File: config.mk
export PLATFORM = sky130hd
export DESIGN_NAME = pc_sequencer
export DESIGN_NICKNAME = d
export VERILOG_FILES = /design/src/rtl/pc_sequencer.sv
export SDC_FILE = /design/constraint.sdc
export NUM_CORES = 1
export LEC_CHECK = 0
export CAP_MARGIN = 25
export CORE_MARGIN = 2
export CORE_UTILIZATION = 50
export DETAILED_ROUTE_END_ITERATION = 8
export PLACE_DENSITY = 0.83
export SYNTH_ARGS = -nofsm -noshare
export SYNTH_HDL_FRONTEND = slang
export SYNTH_SLANG_ARGS = --single-unit
File: constraint.sdc
create_clock -name clk -period 3.44 [get_ports clk]
set_input_delay 0.688 -clock clk [delete_from_list [all_inputs] [get_ports clk]]
set_output_delay 0.688 -clock clk [all_outputs]
set_load 0.01 [all_outputs]
File: src/rtl/pc_sequencer.sv
// ---------------------------------------------------------------------------
// pc_sequencer
//
// Purpose:
//   Fetch sequencer for a simple 16-bit pipelined core. It owns the program
//   counter, issues one instruction-memory request at a time, and buffers the
//   returned instruction for the IF/ID stage. It also handles taken-branch
//   redirects and the HLT instruction.
//
//   Memory transactions are never abandoned (reset excepted). If a redirect
//   or HLT arrives while a request is still outstanding, the sequencer moves
//   to DRAIN. In DRAIN it keeps the request asserted and waits for the
//   acknowledge, then throws the returned data away.
//
// Ports:
//   clk          in   1   single clock, all state updates on the rising edge
//   rst          in   1   asynchronous, active-high reset
//   stall        in   1   IF/ID cannot accept the presented instruction
//   br_valid     in   1   branch resolution valid this cycle
//   br_taken     in   1   resolved branch is taken
//   br_target    in  16   redirect address (bit 0 is forced to zero)
//   hlt          in   1   HLT decoded, stop fetching
//   imem_ack     in   1   instruction memory returns data this cycle
//   imem_data    in  16   instruction word, valid with imem_ack
//   imem_req     out  1   fetch request
//   imem_addr    out 16   fetch address
//   instr_valid  out  1   instr_out / instr_pc hold a valid instruction
//   instr_out    out 16   buffered instruction
//   instr_pc     out 16   address of instr_out
//   flush        out  1   squash younger pipeline state (br_valid & br_taken)
//   halted       out  1   fetch stopped by HLT
// ---------------------------------------------------------------------------
module pc_sequencer (
    input  logic        clk,
    input  logic        rst,
    input  logic        stall,
    input  logic        br_valid,
    input  logic        br_taken,
    input  logic [15:0] br_target,
    input  logic        hlt,
    input  logic        imem_ack,
    input  logic [15:0] imem_data,
    output logic        imem_req,
    output logic [15:0] imem_addr,
    output logic        instr_valid,
    output logic [15:0] instr_out,
    output logic [15:0] instr_pc,
    output logic        flush,
    output logic        halted
);

    typedef enum logic [1:0] {
        FETCH = 2'd0,
        VALID = 2'd1,
        DRAIN = 2'd2,
        HALT  = 2'd3
    } state_t;

    state_t      state;
    state_t      state_next;

    logic [15:0] pc;
    logic [15:0] pc_next;
    logic [15:0] instr_out_next;
    logic [15:0] instr_pc_next;
    logic        halt_pend;
    logic        halt_pend_next;

    // Address of the transaction being drained. A redirect during DRAIN
    // moves pc to the new target while the old request is still
    // outstanding. This register keeps imem_addr stable until that request
    // is acknowledged.
    logic [15:0] drain_addr;
    logic [15:0] drain_addr_next;

    logic        redirect;
    logic [15:0] redirect_pc;
    logic [15:0] pc_plus2;

    // A redirect is only a taken, resolved branch. Instructions are
    // halfword aligned, so bit 0 of the target is dropped.
    assign redirect    = br_valid & br_taken;
    assign redirect_pc = {br_target[15:1], 1'b0};
    // Natural 16-bit overflow wraps 16'hFFFE to 16'h0000.
    assign pc_plus2    = pc + 16'd2;

    // State and datapath registers.
    always_ff @(posedge clk or posedge rst) begin
        if (rst) begin
            state      <= FETCH;
            pc         <= 16'h0000;
            instr_out  <= 16'h0000;
            instr_pc   <= 16'h0000;
            halt_pend  <= 1'b0;
            drain_addr <= 16'h0000;
        end else begin
            state      <= state_next;
            pc         <= pc_next;
            instr_out  <= instr_out_next;
            instr_pc   <= instr_pc_next;
            halt_pend  <= halt_pend_next;
            drain_addr <= drain_addr_next;
        end
    end

    // Next-state and next-register logic. Every register holds by default.
    // A redirect always takes priority over hlt and cancels any pending halt.
    always_comb begin
        state_next      = state;
        pc_next         = pc;
        instr_out_next  = instr_out;
        instr_pc_next   = instr_pc;
        halt_pend_next  = halt_pend;
        drain_addr_next = drain_addr;

        case (state)
            FETCH: begin
                if (redirect) begin
                    pc_next        = redirect_pc;
                    halt_pend_next = 1'b0;
                    // With ack, the returned word is simply not captured.
                    // Without ack, the request must still be drained.
                    if (!imem_ack) begin
                        state_next      = DRAIN;
                        drain_addr_next = pc;
                    end
                end else if (hlt) begin
                    if (imem_ack) begin
                        state_next = HALT;
                    end else begin
                        halt_pend_next  = 1'b1;
                        state_next      = DRAIN;
                        drain_addr_next = pc;
                    end
                end else if (imem_ack) begin
                    instr_out_next = imem_data;
                    instr_pc_next  = pc;
                    pc_next        = pc_plus2;
                    state_next     = VALID;
                end
            end

            VALID: begin
                if (redirect) begin
                    pc_next        = redirect_pc;
                    halt_pend_next = 1'b0;
                    state_next     = FETCH;
                end else if (hlt) begin
                    state_next = HALT;
                end else if (!stall) begin
                    state_next = FETCH;
                end
            end

            DRAIN: begin
                if (redirect) begin
                    pc_next        = redirect_pc;
                    halt_pend_next = 1'b0;
                end else if (hlt) begin
                    halt_pend_next = 1'b1;
                end
                // The exit decision uses the updated pending flag.
                // A redirect or hlt in the acknowledge cycle then counts.
                if (imem_ack) begin
                    state_next = halt_pend_next ? HALT : FETCH;
                end
            end

            HALT: begin
                // Only reset leaves HALT.
            end

            default: begin
                state_next = FETCH;
            end
        endcase
    end

    // Registered-state outputs. The flush output is a pure function of the
    // branch inputs.
    always_comb begin
        imem_req    = (state == FETCH) || (state == DRAIN);
        imem_addr   = (state == DRAIN) ? drain_addr : pc;
        instr_valid = (state == VALID);
        halted      = (state == HALT);
        flush       = redirect;
    end

endmodule

==> report_table.html, run 1 <==
<table>
<tr><th>Metric</th><th>Value</th></tr>
<tr><th colspan="2">Outcome</th></tr>
<tr><td>Result of the run</td><td>finished clean</td></tr>
<tr><th colspan="2">Final layout</th></tr>
<tr><td>Most common cell after layout, fill and taps aside</td><td>clkdlybuf4s50_1</td></tr>
<tr><td>Commonest cells after routing, fill and taps aside</td><td>87 x clkdlybuf4s50_1, 64 x dfrtp_1, 54 x mux2_2</td></tr>
<tr><td>Fraction of final layout cells sized beyond drive strength 1</td><td>0.2493</td></tr>
<tr><td>Number of filler instances in the final layout</td><td>497</td></tr>
<tr><td>Area growth syn-to-layout</td><td>34.72%</td></tr>
<tr><td>Post-layout nets</td><td>397</td></tr>
<tr><td>Total inserted antenna cells</td><td>0</td></tr>
<tr><th colspan="2">Worst setup path</th></tr>
<tr><td>CP max stage delay</td><td>0.49 ns</td></tr>
<tr><td>Setup crit start kind</td><td>flop</td></tr>
<tr><td>Slowest cell on the critical path</td><td>clkdlybuf4s50_1</td></tr>
<tr><td>WP data arrival</td><td>2.40 ns</td></tr>
<tr><td>Required @ worst endpoint</td><td>2.75 ns</td></tr>
<tr><td>Crit path max fanout</td><td>9</td></tr>
<tr><td>CP cell instances</td><td>inv_1 &gt; ha_1 &gt; buf_4 &gt; mux2_2 &gt; clkdlybuf4s50_1</td></tr>
<tr><td>Worst Setup Path Type</td><td>flop to output pin</td></tr>
<tr><td>R2r worst-path depth</td><td>6</td></tr>
<tr><td>Endpoint type of the worst setup path</td><td>output pin</td></tr>
<tr><th colspan="2">Die</th></tr>
<tr><td>Overall die area</td><td>7117 um^2</td></tr>
<tr><td>Effective utilization at floorplan</td><td>0.5115</td></tr>
<tr><td># rows</td><td>29</td></tr>
<tr><td>Vertical extent of the die</td><td>84.37 um</td></tr>
<tr><td>I/O pins</td><td>91</td></tr>
<tr><td>Floorplan die width</td><td>84.37 um</td></tr>
<tr><td>CORE AREA</td><td>6314 um^2</td></tr>
<tr><th colspan="2">STA</th></tr>
<tr><td>Unrepaired setup endpoints after global routing</td><td>false</td></tr>
<tr><td>Maximum clock rate</td><td>323.9 MHz</td></tr>
<tr><td>Number of max-slew violations in the final report</td><td>0</td></tr>
<tr><td>Slew HR</td><td>0.5450</td></tr>
<tr><td>Final Hold Viols</td><td>0</td></tr>
<tr><td>Fin Setup TNS</td><td>0 ns</td></tr>
<tr><td>Setup Skew</td><td>0.01045 ns</td></tr>
<tr><td>Post-layout minimum cycle time</td><td>3.087 ns</td></tr>
<tr><td>Period utilization</td><td>0.8975</td></tr>
<tr><td>Slew at the pin with the worst max-slew slack</td><td>0.6825 ns</td></tr>
<tr><td># setup viols final</td><td>0</td></tr>
<tr><th colspan="2">Synth</th></tr>
<tr><td>Gate count after technology mapping</td><td>267</td></tr>
<tr><td>Number of synthesized flops with an enable pin</td><td>0</td></tr>
<tr><td>Proportion of register bits with asynchronous set or reset after synthesis</td><td>1.000</td></tr>
<tr><td>Most instantiated flip-flop cell in the synthesis netlist</td><td>dfrtp_1</td></tr>
<tr><td>Register area share after synthesis</td><td>0.4959</td></tr>
<tr><td>Synth cell types</td><td>44</td></tr>
<tr><td>Avg Inst Size Synth</td><td>12.09 um^2</td></tr>
<tr><td>Netlist Area Pre-Place</td><td>3229 um^2</td></tr>
<tr><td>Number of synthesis warnings</td><td>0</td></tr>
<tr><td>Synthesized flop and latch total</td><td>64</td></tr>
<tr><th colspan="2">CTS</th></tr>
<tr><td>CTS Hold Bufs</td><td>0</td></tr>
<tr><td>Total number of clock tree sinks</td><td>64</td></tr>
<tr><td>Clock latency at the later pin of the worst-skew pair</td><td>0.34 ns</td></tr>
<tr><td>Root buf cell</td><td>clkbuf_8</td></tr>
<tr><td>Clock transition at the registers of the reported paths</td><td>0.07 ns</td></tr>
<tr><td>Level count of the clock H-tree</td><td>3</td></tr>
<tr><td>Longest Clk Path Bufs</td><td>2</td></tr>
<tr><td>Number of buffers created by CTS</td><td>9</td></tr>
<tr><td>Post-CTS setup repair buffer count</td><td>0</td></tr>
<tr><td>Post-CTS Resized</td><td>0</td></tr>
<tr><td>Clock tree from TritonCTS</td><td>yes</td></tr>
<tr><th colspan="2">Power</th></tr>
<tr><td>Overall Power</td><td>4434 uW</td></tr>
<tr><td>Power per standard cell area</td><td>1019 nW/um^2</td></tr>
<tr><td>Leakage component of the power</td><td>0.001779 uW</td></tr>
<tr><td>Relative contribution of combinational cells to total power</td><td>0.503</td></tr>
<tr><td>Internal power</td><td>2904 uW</td></tr>
<tr><td>Net switching power of the design</td><td>1530 uW</td></tr>
<tr><td>Worst vdd rail ir drop</td><td>0.0005470 V</td></tr>
<tr><td>Proportion of total power due to net switching</td><td>0.3450</td></tr>
<tr><td>Reg power frac</td><td>0.322</td></tr>
<tr><td>Relative contribution of the clock network to total power</td><td>0.175</td></tr>
<tr><th colspan="2">Min path</th></tr>
<tr><td>Hold path depth</td><td>1</td></tr>
<tr><td>Path category of the worst min-delay check</td><td>flop to flop</td></tr>
<tr><th colspan="2">Global routing</th></tr>
<tr><td>Gr usage total</td><td>0.2132</td></tr>
<tr><td>Vias in the first global route</td><td>2,454</td></tr>
<tr><td>Total global routing overflow</td><td>0</td></tr>
<tr><td>Pin count of the biggest net entering global routing</td><td>36</td></tr>
<tr><td>Initial antenna violation count</td><td>0</td></tr>
<tr><td>Global-route wire length before repair</td><td>12.01 mm</td></tr>
<tr><th colspan="2">Routing</th></tr>
<tr><td>TritonRoute pass-1 iters</td><td>4</td></tr>
<tr><td>Wirelength, routed</td><td>7.139 mm</td></tr>
<tr><td>Number of DRC violations after detailed-routing iteration 0</td><td>161</td></tr>
<tr><td>DR vias/cell</td><td>5.606</td></tr>
<tr><td>Average wire per standard cell</td><td>16.45 um</td></tr>
<tr><td>Antenna-violating nets left</td><td>0</td></tr>
<tr><td>Vias after detailed routing</td><td>2,433</td></tr>
<tr><td>Remaining routing DRC violations</td><td>0</td></tr>
<tr><th colspan="2">Place</th></tr>
<tr><td>Final RePlAce weighted congestion</td><td>0.8207</td></tr>
<tr><td>Post-detailed-placement half-perimeter wirelength</td><td>4.971 mm</td></tr>
<tr><td>PortBufs</td><td>87</td></tr>
<tr><th colspan="2">Run</th></tr>
<tr><td>Count of max-cap constraint violations</td><td>0</td></tr>
</table>
routing by layer:
layer  vias up  global-route usage  routed length, um  share of wire
li1       1153                   -                  -              -
met4         0             0.08802                153          0.021
met3        16             0.04818                438          0.061
met1      1177              0.2887               3162           0.44
met2        87              0.3341               3385           0.47
met5         -                   0                  0              0
area by class of cell:
| cell class | instances | area, um^2 | area share |
|---|---|---|---|
| clock buffers | 10 | 127.6 | 0.02934 |
| clock inverters | 6 | 107.6 | 0.02473 |
| inverters | 7 | 26.28 | 0.006040 |
| multi-input cells | 177 | 1463 | 0.3362 |
| flip-flops and latches | 64 | 1602 | 0.3681 |
| well taps | 77 | 96.34 | 0.02215 |
| repair buffers | 93 | 928.4 | 0.2134 |
synth_stat cells (2+ instances only):
cell,number,share of area
inv_1,6,0.0070
a21oi_1,14,0.022
nand2_1,14,0.016
o22ai_1,8,0.015
buf_4,3,0.0070
clkbuf_2,2,0.0031
buf_6,6,0.021
a21oi_2,2,0.0054
nand4_1,5,0.0097
o21ai_0,13,0.020
mux2_4,5,0.023
mux2_1,2,0.0070
dfrtp_1,64,0.50
and3_1,5,0.0097
nand3_1,11,0.017
mux2_2,54,0.19
a2bb2oi_1,12,0.033
ha_1,6,0.023
and4_1,2,0.0054
nor2b_1,2,0.0039
buf_2,8,0.012
stage by stage:
| stage | worst slack (ns) | instances | cell area [um^2] | util | hold WS, ns |
|---|---|---|---|---|---|
| after floorplan | 1.154 | 268 | 3233 | - | 0.4749 |
| after global placement | 0.7022 | 418 | 4115 | 0.6518 | 0.4836 |
| after detailed placement | 0.6892 | 418 | 4115 | 0.6518 | 0.4899 |
| after CTS | 0.3342 | 434 | 4350 | 0.6891 | 0.5049 |
| after global routing | 0.2334 | 434 | 4350 | 0.6891 | 0.5153 |
| final | 0.3527 | 434 | 4350 | 0.6891 | 0.5063 |
logic make-up after synthesis:
group / after synthesis / share of synthesized area
simple gates: 48 / 0.08485
flops: 64 / 0.4959
other cells: 1 / 0.001161
mux: 62 / 0.2216
fa+ha+maj: 6 / 0.02325
compound gates: 59 / 0.1205
buf+inv: 27 / 0.05269
worst max-delay path, delay by kind of cell, from the launching register on:
family / cells / cell delay (ns)
fa+ha+maj: 1 / 0.41
buf+inv: 3 / 0.89
flops: 1 / 0.41
mux: 1 / 0.35
final timing paths:
check | start | to | slack (ns)
max | state[0] | imem_addr[6] | 0.35
min | drain_addr[2] | drain_addr[2] | 0.51
max reg2reg | state[0] | pc[1] | 1.26
min reg2reg | drain_addr[2] | drain_addr[2] | 0.51
max in group asynchronous | rst | drain_addr[12] | 2.17
min in group asynchronous | rst | instr_out[8] | 0.60
registers in the layout, summed over array words and instances (netlist names):
name        count
state           2
instr_pc       15
instr_out      16
pc             15
drain_addr     15
halt_pend       1
power by group through the flow:
stage / clock [uW] / combinational (uW) / sequential, uW
4_1_cts: 787 / 2250 / 1430
6_report: 774 / 2230 / 1430
3_5_place_dp: 0 / 2230 / 1440
5_1_grt: 824 / 2410 / 1500
3_3_place_gp: 0 / 2190 / 1410
2_1_floorplan: 0 / 1300 / 1440
Note: power is estimated with default switching activity, not from simulation.
==> inputs of run 2 (changes only) <==
--- a/config.mk
+++ b/config.mk
@@ -9,7 +9,7 @@
 export CORE_MARGIN = 2
 export CORE_UTILIZATION = 50
 export DETAILED_ROUTE_END_ITERATION = 8
-export PLACE_DENSITY = 0.83
+export PLACE_DENSITY = 0.95
 export SYNTH_ARGS = -nofsm -noshare
 export SYNTH_HDL_FRONTEND = slang
 export SYNTH_SLANG_ARGS = --single-unit
==> report_table.html, run 2 (synthesis gave the netlist of run 1 again) <==
<table>
<tr><th>Metric</th><th>Value</th></tr>
<tr><th colspan="2">Worst setup path</th></tr>
<tr><td>CP max stage delay</td><td>0.49 ns (about the same)</td></tr>
<tr><td>R2r worst-path depth</td><td>7 (was 6)</td></tr>
<tr><td>Worst Setup Path Type</td><td>flop to output pin (unchanged)</td></tr>
<tr><td>CP Depth</td><td>5 (unchanged)</td></tr>
<tr><td>Crit path max fanout</td><td>9 (unchanged)</td></tr>
<tr><td>Top Family by Delay on Critical Path</td><td>buffers and inverters (unchanged)</td></tr>
<tr><td>Buffering stage count on the worst path with inverters included</td><td>3 (unchanged)</td></tr>
<tr><td>WP data arrival</td><td>2.40 ns (about the same)</td></tr>
<tr><td>Setup crit start kind</td><td>flop (unchanged)</td></tr>
<tr><td>Slowest cell on the critical path</td><td>clkdlybuf4s50_1 (unchanged)</td></tr>
<tr><td>CP cell instances</td><td>inv_1 &gt; ha_1 &gt; buf_4 &gt; mux2_2 &gt; clkdlybuf4s50_1 (unchanged)</td></tr>
<tr><td>Required @ worst endpoint</td><td>2.75 ns (about the same)</td></tr>
<tr><td>Endpoint type of the worst setup path</td><td>output pin (unchanged)</td></tr>
<tr><th colspan="2">Final layout</th></tr>
<tr><td>Area growth syn-to-layout</td><td>33.01% (was 34.72%)</td></tr>
<tr><td>Register with the most flip-flops</td><td>instr_out (unchanged)</td></tr>
<tr><td>Post-route cell area</td><td>4295 um^2 (was 4350 um^2)</td></tr>
<tr><td>Commonest cells after routing, fill and taps aside</td><td>87 x clkdlybuf4s50_1, 64 x dfrtp_1, 54 x mux2_2 (unchanged)</td></tr>
<tr><td>Post-layout nets</td><td>398 (was 397)</td></tr>
<tr><td>Total inserted antenna cells</td><td>0 (unchanged)</td></tr>
<tr><td>Most common cell after layout, fill and taps aside</td><td>clkdlybuf4s50_1 (unchanged)</td></tr>
<tr><td>Flip-flop count of the largest register, all copies and words added</td><td>16 (unchanged)</td></tr>
<tr><td>Fraction of final layout cells sized beyond drive strength 1</td><td>0.2465 (was 0.2493)</td></tr>
<tr><th colspan="2">Global routing</th></tr>
<tr><td>Global-route wire length before repair</td><td>12.69 mm (was 12.01 mm)</td></tr>
<tr><td>Vias in the first global route</td><td>2,605 (was 2,454)</td></tr>
<tr><td>Initial antenna violation count</td><td>0 (unchanged)</td></tr>
<tr><td>Total global routing overflow</td><td>0 (unchanged)</td></tr>
<tr><td>Pin count of the biggest net entering global routing</td><td>29 (was 36)</td></tr>
<tr><td>Gr usage total</td><td>0.2231 (was 0.2132)</td></tr>
<tr><th colspan="2">STA</th></tr>
<tr><td>Post-layout minimum cycle time</td><td>3.091 ns (was 3.087 ns)</td></tr>
<tr><td>Slew at the pin with the worst max-slew slack</td><td>0.6337 ns (was 0.6825 ns)</td></tr>
<tr><td>Number of max-slew violations in the final report</td><td>0 (unchanged)</td></tr>
<tr><td>Fin Setup TNS</td><td>0 ns (unchanged)</td></tr>
<tr><td>Setup Skew</td><td>0.005483 ns (was 0.01045 ns)</td></tr>
<tr><td>Fin worst setup slack</td><td>0.3489 ns (was 0.3527 ns)</td></tr>
<tr><td>Slew HR</td><td>0.5775 (was 0.5450)</td></tr>
<tr><td>Period utilization</td><td>0.8986 (was 0.8975)</td></tr>
<tr><td># setup viols final</td><td>0 (unchanged)</td></tr>
<tr><td>Unrepaired setup endpoints after global routing</td><td>false (unchanged)</td></tr>
<tr><td>Final Hold Viols</td><td>0 (unchanged)</td></tr>
<tr><td>Maximum clock rate</td><td>323.5 MHz (was 323.9 MHz)</td></tr>
<tr><th colspan="2">Min path</th></tr>
<tr><td>Hold path depth</td><td>1 (unchanged)</td></tr>
<tr><td>Path category of the worst min-delay check</td><td>flop to flop (unchanged)</td></tr>
<tr><th colspan="2">Place</th></tr>
<tr><td>Setup WS pre-CTS</td><td>0.6921 ns (was 0.6892 ns)</td></tr>
<tr><td>PortBufs</td><td>87 (unchanged)</td></tr>
<tr><td>Post-detailed-placement half-perimeter wirelength</td><td>5.214 mm (was 4.971 mm)</td></tr>
<tr><td>Placement-stage cell area</td><td>4109 um^2 (was 4115 um^2)</td></tr>
<tr><td>Final RePlAce weighted congestion</td><td>0.8095 (was 0.8207)</td></tr>
<tr><th colspan="2">Routing</th></tr>
<tr><td>Remaining routing DRC violations</td><td>0 (unchanged)</td></tr>
<tr><td>Number of DRC violations after detailed-routing iteration 0</td><td>169 (was 161)</td></tr>
<tr><td>DR vias/cell</td><td>5.726 (was 5.606)</td></tr>
<tr><td>Antenna-violating nets left</td><td>0 (unchanged)</td></tr>
<tr><td>Vias after detailed routing</td><td>2,485 (was 2,433)</td></tr>
<tr><td>Wirelength, routed</td><td>7.397 mm (was 7.139 mm)</td></tr>
<tr><td>Average wire per standard cell</td><td>17.04 um (was 16.45 um)</td></tr>
<tr><td>TritonRoute pass-1 iters</td><td>4 (unchanged)</td></tr>
<tr><th colspan="2">Die</th></tr>
<tr><td>I/O pins</td><td>91 (unchanged)</td></tr>
<tr><td>Overall die area</td><td>7117 um^2 (unchanged)</td></tr>
<tr><td>Floorplan die width</td><td>84.37 um (unchanged)</td></tr>
<tr><td>CORE AREA</td><td>6314 um^2 (unchanged)</td></tr>
<tr><td>Effective utilization at floorplan</td><td>0.5115 (unchanged)</td></tr>
<tr><td>Vertical extent of the die</td><td>84.37 um (unchanged)</td></tr>
<tr><td># rows</td><td>29 (unchanged)</td></tr>
<tr><th colspan="2">Power</th></tr>
<tr><td>Leakage component of the power</td><td>0.001765 uW (was 0.001779 uW)</td></tr>
<tr><td>Power per standard cell area</td><td>1001 nW/um^2 (was 1019 nW/um^2)</td></tr>
<tr><td>Worst vdd rail ir drop</td><td>0.0005616 V (was 0.0005470 V)</td></tr>
<tr><th colspan="2">CTS</th></tr>
<tr><td>Post-CTS Resized</td><td>0 (unchanged)</td></tr>
<tr><td>Post-CTS setup repair buffer count</td><td>0 (unchanged)</td></tr>
<tr><td>Clock tree from TritonCTS</td><td>yes (unchanged)</td></tr>
<tr><td>Longest Clk Path Bufs</td><td>2 (unchanged)</td></tr>
<tr><td>Number of buffers created by CTS</td><td>9 (unchanged)</td></tr>
<tr><td>CTS Hold Bufs</td><td>0 (unchanged)</td></tr>
<tr><td>Clock transition at the registers of the reported paths</td><td>0.07 ns (about the same)</td></tr>
<tr><td>Clock latency at the later pin of the worst-skew pair</td><td>0.33 ns (was 0.34 ns)</td></tr>
<tr><td>Level count of the clock H-tree</td><td>3 (unchanged)</td></tr>
<tr><td>Total number of clock tree sinks</td><td>64 (unchanged)</td></tr>
<tr><td>Root buf cell</td><td>clkbuf_8 (unchanged)</td></tr>
<tr><th colspan="2">Run</th></tr>
<tr><td>Count of max-cap constraint violations</td><td>0 (unchanged)</td></tr>
<tr><th colspan="2">Outcome</th></tr>
<tr><td>Result of the run</td><td>finished clean (unchanged)</td></tr>
</table>
[run 2: layer usage]
metal | vias up | part of all wire | track usage
li1 | 1150 | - | -
met1 | 1227 | 0.42 | 0.2981
met2 | 93 | 0.50 | 0.3557
met3 | 15 | 0.061 | 0.05998
met4 | 0 | 0.019 | 0.07504
met5 | - | 0 | 0
[run 2: where the power goes]
group / total, uW / switching (uW) / internal [uW]
Sequential: 1440 / 299 / 1140
Combinational: 2240 / 953 / 1290
Clock: 624 / 277 / 347
Total: 4300 / 1530 / 2770
[run 2: final timing paths]
check | start | to | slack [ns]
worst max register to register | state[0] | pc[12] | 1.19
max in group asynchronous | rst | pc[14] | 2.13
worst min-delay path | instr_out[2] | instr_out[2] | 0.51
worst min register to register | instr_out[2] | instr_out[2] | 0.51
worst max-delay path | state[0] | imem_addr[1] | 0.35
min in group asynchronous | rst | instr_pc[7] | 0.64
[run 2: through the flow]
step	hold slack [ns]	power, uW	utilization	cells
after CTS	0.5100	4333	0.6803	434
after detailed placement	0.4928	3681	0.6508	419
after global placement	0.4828	3582	0.6508	419
after global routing	0.5218	4613	0.6803	434
final	0.5054	4300	0.6803	434
after floorplan	0.4749	2745	-	268
[run 2: cell type report]
cell class / instances / area (um^2)
tap: 77 / 96.34
fill: 469 / 2018
clock buffer: 11 / 141.4
inverter: 7 / 26.28
multi-input combinational: 177 / 1461
sequential: 64 / 1602
clock inverter: 4 / 45.04
timing repair buffer: 94 / 923.4
[run 2: worst reg2reg max path, stage by stage (launching register included)]
cell and delay [ns]:
dfrtp_1 0.40, inv_1 0.10, ha_1 0.46, a21oi_2 0.41, buf_4 0.36, nand2_1 0.12, o22ai_1 0.18, a2bb2oi_1 0.10
==> inputs of run 3 (changes only) <==
--- a/config.mk
+++ b/config.mk
@@ -8,6 +8,7 @@
 export CAP_MARGIN = 25
 export CORE_MARGIN = 2
 export CORE_UTILIZATION = 50
+export CTS_BUF_LIST = sky130_fd_sc_hd__clkbuf_8 sky130_fd_sc_hd__clkbuf_16
 export DETAILED_ROUTE_END_ITERATION = 8
 export PLACE_DENSITY = 0.95
 export SYNTH_ARGS = -nofsm -noshare
==> report_table.html, run 3 (synthesis gave the netlist of run 1 again) <==
<table>
<tr><th>Metric</th><th>Value</th></tr>
<tr><th colspan="2">Worst setup path</th></tr>
<tr><td>Buffering stage count on the worst path with inverters included</td><td>3 (unchanged)</td></tr>
<tr><td>WP data arrival</td><td>2.40 ns (about the same)</td></tr>
<tr><td>Endpoint type of the worst setup path</td><td>output pin (unchanged)</td></tr>
<tr><td>Setup crit start kind</td><td>flop (unchanged)</td></tr>
<tr><td>Slowest cell on the critical path</td><td>clkdlybuf4s50_1 (unchanged)</td></tr>
<tr><td>Crit path max fanout</td><td>9 (unchanged)</td></tr>
<tr><td>Top Family by Delay on Critical Path</td><td>buffers and inverters (unchanged)</td></tr>
<tr><td>CP max stage delay</td><td>0.49 ns (about the same)</td></tr>
<tr><td>Worst Setup Path Type</td><td>flop to output pin (unchanged)</td></tr>
<tr><td>CP cell instances</td><td>inv_1 &gt; ha_1 &gt; buf_4 &gt; mux2_2 &gt; clkdlybuf4s50_1 (unchanged)</td></tr>
<tr><td>Required @ worst endpoint</td><td>2.75 ns (about the same)</td></tr>
<tr><td>Setup slack, reg-to-reg</td><td>1.19 ns (about the same)</td></tr>
<tr><th colspan="2">Die</th></tr>
<tr><td>Vertical extent of the die</td><td>84.37 um (unchanged)</td></tr>
<tr><td># rows</td><td>29 (unchanged)</td></tr>
<tr><td>Overall die area</td><td>7117 um^2 (unchanged)</td></tr>
<tr><td>Floorplan die width</td><td>84.37 um (unchanged)</td></tr>
<tr><td>Effective utilization at floorplan</td><td>0.5115 (unchanged)</td></tr>
<tr><td>I/O pins</td><td>91 (unchanged)</td></tr>
<tr><td>CORE AREA</td><td>6314 um^2 (unchanged)</td></tr>
<tr><th colspan="2">CTS</th></tr>
<tr><td>Level count of the clock H-tree</td><td>3 (unchanged)</td></tr>
<tr><td>Total number of clock tree sinks</td><td>64 (unchanged)</td></tr>
<tr><td>CTS Hold Bufs</td><td>0 (unchanged)</td></tr>
<tr><td>Root buf cell</td><td>clkbuf_8 (unchanged)</td></tr>
<tr><td>Clock latency at the later pin of the worst-skew pair</td><td>0.33 ns (about the same)</td></tr>
<tr><td>Post-CTS setup repair buffer count</td><td>0 (unchanged)</td></tr>
<tr><td>Number of buffers created by CTS</td><td>9 (unchanged)</td></tr>
<tr><td>Clock tree from TritonCTS</td><td>yes (unchanged)</td></tr>
<tr><td>Clock transition at the registers of the reported paths</td><td>0.07 ns (about the same)</td></tr>
<tr><td>Post-CTS Resized</td><td>0 (unchanged)</td></tr>
<tr><td>Longest Clk Path Bufs</td><td>2 (unchanged)</td></tr>
<tr><th colspan="2">Global routing</th></tr>
<tr><td>Vias in the first global route</td><td>2,605 (unchanged)</td></tr>
<tr><td>Gr usage total</td><td>0.2231 (unchanged)</td></tr>
<tr><td>Initial antenna violation count</td><td>0 (unchanged)</td></tr>
<tr><td>Total global routing overflow</td><td>0 (unchanged)</td></tr>
<tr><td>Pin count of the biggest net entering global routing</td><td>29 (unchanged)</td></tr>
<tr><td>Global-route wire length before repair</td><td>12.69 mm (unchanged)</td></tr>
<tr><th colspan="2">Final layout</th></tr>
<tr><td>Commonest cells after routing, fill and taps aside</td><td>87 x clkdlybuf4s50_1, 64 x dfrtp_1, 54 x mux2_2 (unchanged)</td></tr>
<tr><td>Core Util, Final</td><td>0.6803 (unchanged)</td></tr>
<tr><td>Final cell count without fillers</td><td>434 (unchanged)</td></tr>
<tr><td>Flip-flop count of the largest register, all copies and words added</td><td>16 (unchanged)</td></tr>
<tr><td>Number of filler instances in the final layout</td><td>469 (unchanged)</td></tr>
<tr><td>Area growth syn-to-layout</td><td>33.01% (unchanged)</td></tr>
<tr><td>Register with the most flip-flops</td><td>instr_out (unchanged)</td></tr>
<tr><td>Fraction of final layout cells sized beyond drive strength 1</td><td>0.2465 (unchanged)</td></tr>
<tr><td>Total inserted antenna cells</td><td>0 (unchanged)</td></tr>
<tr><td>Most common cell after layout, fill and taps aside</td><td>clkdlybuf4s50_1 (unchanged)</td></tr>
<tr><td>Post-layout nets</td><td>398 (unchanged)</td></tr>
<tr><th colspan="2">Routing</th></tr>
<tr><td>Wirelength, routed</td><td>7.401 mm (was 7.397 mm)</td></tr>
<tr><td>TritonRoute pass-1 iters</td><td>4 (unchanged)</td></tr>
<tr><td>Number of DRC violations after detailed-routing iteration 0</td><td>169 (unchanged)</td></tr>
<tr><td>Vias after detailed routing</td><td>2,481 (was 2,485)</td></tr>
<tr><td>Average wire per standard cell</td><td>17.05 um (was 17.04 um)</td></tr>
<tr><td>DR vias/cell</td><td>5.717 (was 5.726)</td></tr>
<tr><td>Remaining routing DRC violations</td><td>0 (unchanged)</td></tr>
<tr><td>Antenna-violating nets left</td><td>0 (unchanged)</td></tr>
<tr><th colspan="2">STA</th></tr>
<tr><td># setup viols final</td><td>0 (unchanged)</td></tr>
<tr><td>Fin Setup TNS</td><td>0 ns (unchanged)</td></tr>
<tr><td>Maximum clock rate</td><td>323.5 MHz (about the same)</td></tr>
<tr><td>Post-layout minimum cycle time</td><td>3.091 ns (about the same)</td></tr>
<tr><td>Number of max-slew violations in the final report</td><td>0 (unchanged)</td></tr>
<tr><td>Final Hold Viols</td><td>0 (unchanged)</td></tr>
<tr><td>Period utilization</td><td>0.8986 (about the same)</td></tr>
<tr><td>Setup Skew</td><td>0.005484 ns (was 0.005483 ns)</td></tr>
<tr><td>Unrepaired setup endpoints after global routing</td><td>false (unchanged)</td></tr>
<tr><td>Slew HR</td><td>0.5784 (was 0.5775)</td></tr>
<tr><td>Slew at the pin with the worst max-slew slack</td><td>0.6324 ns (was 0.6337 ns)</td></tr>
<tr><th colspan="2">Power</th></tr>
<tr><td>Proportion of total power due to net switching</td><td>0.3560 (was 0.3557)</td></tr>
<tr><td>Leakage component of the power</td><td>0.001769 uW (was 0.001765 uW)</td></tr>
<tr><td>Relative contribution of combinational cells to total power</td><td>0.521 (about the same)</td></tr>
<tr><td>Reg power frac</td><td>0.334 (about the same)</td></tr>
<tr><td>Power per standard cell area</td><td>1000 nW/um^2 (was 1001 nW/um^2)</td></tr>
<tr><td>Net switching power of the design</td><td>1530 uW (was 1529 uW)</td></tr>
<tr><td>Worst vdd rail ir drop</td><td>0.0005614 V (was 0.0005616 V)</td></tr>
<tr><td>Internal power</td><td>2767 uW (was 2770 uW)</td></tr>
<tr><td>Relative contribution of the clock network to total power</td><td>0.145 (about the same)</td></tr>
<tr><th colspan="2">Min path</th></tr>
<tr><td>Path category of the worst min-delay check</td><td>flop to flop (unchanged)</td></tr>
<tr><th colspan="2">Place</th></tr>
<tr><td>Final RePlAce weighted congestion</td><td>0.8095 (unchanged)</td></tr>
<tr><td>Placed instance count</td><td>419 (unchanged)</td></tr>
<tr><td>Post-detailed-placement half-perimeter wirelength</td><td>5.214 mm (unchanged)</td></tr>
<tr><td>PortBufs</td><td>87 (unchanged)</td></tr>
<tr><th colspan="2">Run</th></tr>
<tr><td>Count of max-cap constraint violations</td><td>0 (unchanged)</td></tr>
<tr><th colspan="2">Outcome</th></tr>
<tr><td>Result of the run</td><td>finished clean (unchanged)</td></tr>
</table>
==> run 3: cell count changes in the layout (fill, tap and decap cells not counted), sizes merged <==
cell    before  now
clkbuf      11   10
inv          7    8
==> run 3: metal layers <==
| layer | part of all wire | global-route usage | vias to the layer above |
|---|---|---|---|
| li1 | - | - | 1150 |
| met1 | 0.42 | 0.2981 | 1227 |
| met2 | 0.50 | 0.3557 | 89 |
| met3 | 0.060 | 0.05998 | 15 |
| met4 | 0.019 | 0.07504 | 0 |
| met5 | 0 | 0 | - |
==> run 3: through the flow <==
stage / total power, uW / hold WS, ns / cell area, um^2 / worst slack, ns
6_report: 4297 / 0.5055 / 4295 / 0.3489
3_3_place_gp: 3582 / 0.4828 / 4109 / 0.7126
2_1_floorplan: 2745 / 0.4749 / 3233 / 1.154
5_1_grt: 4611 / 0.5218 / 4295 / 0.2220
4_1_cts: 4331 / 0.5101 / 4295 / 0.3401
3_5_place_dp: 3681 / 0.4928 / 4109 / 0.6921
==> run 3: power groups by stage <==
stage / clock network, uW / logic [uW] / registers [uW]
2_1_floorplan: 0 / 1300 / 1440
6_report: 622 / 2240 / 1440
5_1_grt: 672 / 2440 / 1500
3_5_place_dp: 0 / 2240 / 1440
3_3_place_gp: 0 / 2170 / 1410
4_1_cts: 634 / 2260 / 1440
==> run 3: final timing paths <==
check,startpoint,endpoint,cells after the start
max in group asynchronous,rst,pc[14],3
worst max register to register,state[0],pc[12],7
min in group asynchronous,rst,instr_pc[7],2
worst min register to register,instr_out[2],instr_out[2],1
worst min-delay path,instr_out[2],instr_out[2],1
worst max-delay path,state[0],imem_addr[1],5
==> run 3: cell type report <==
cell class / count / area (um^2) / area share
inverters: 7 / 26.28 / 0.006117
well taps: 77 / 96.34 / 0.02243
repair buffers: 94 / 923.4 / 0.2150
multi-input cells: 177 / 1461 / 0.3402
flip-flops and latches: 64 / 1602 / 0.3729
clock inverters: 5 / 48.80 / 0.01136
clock buffers: 10 / 137.6 / 0.03204
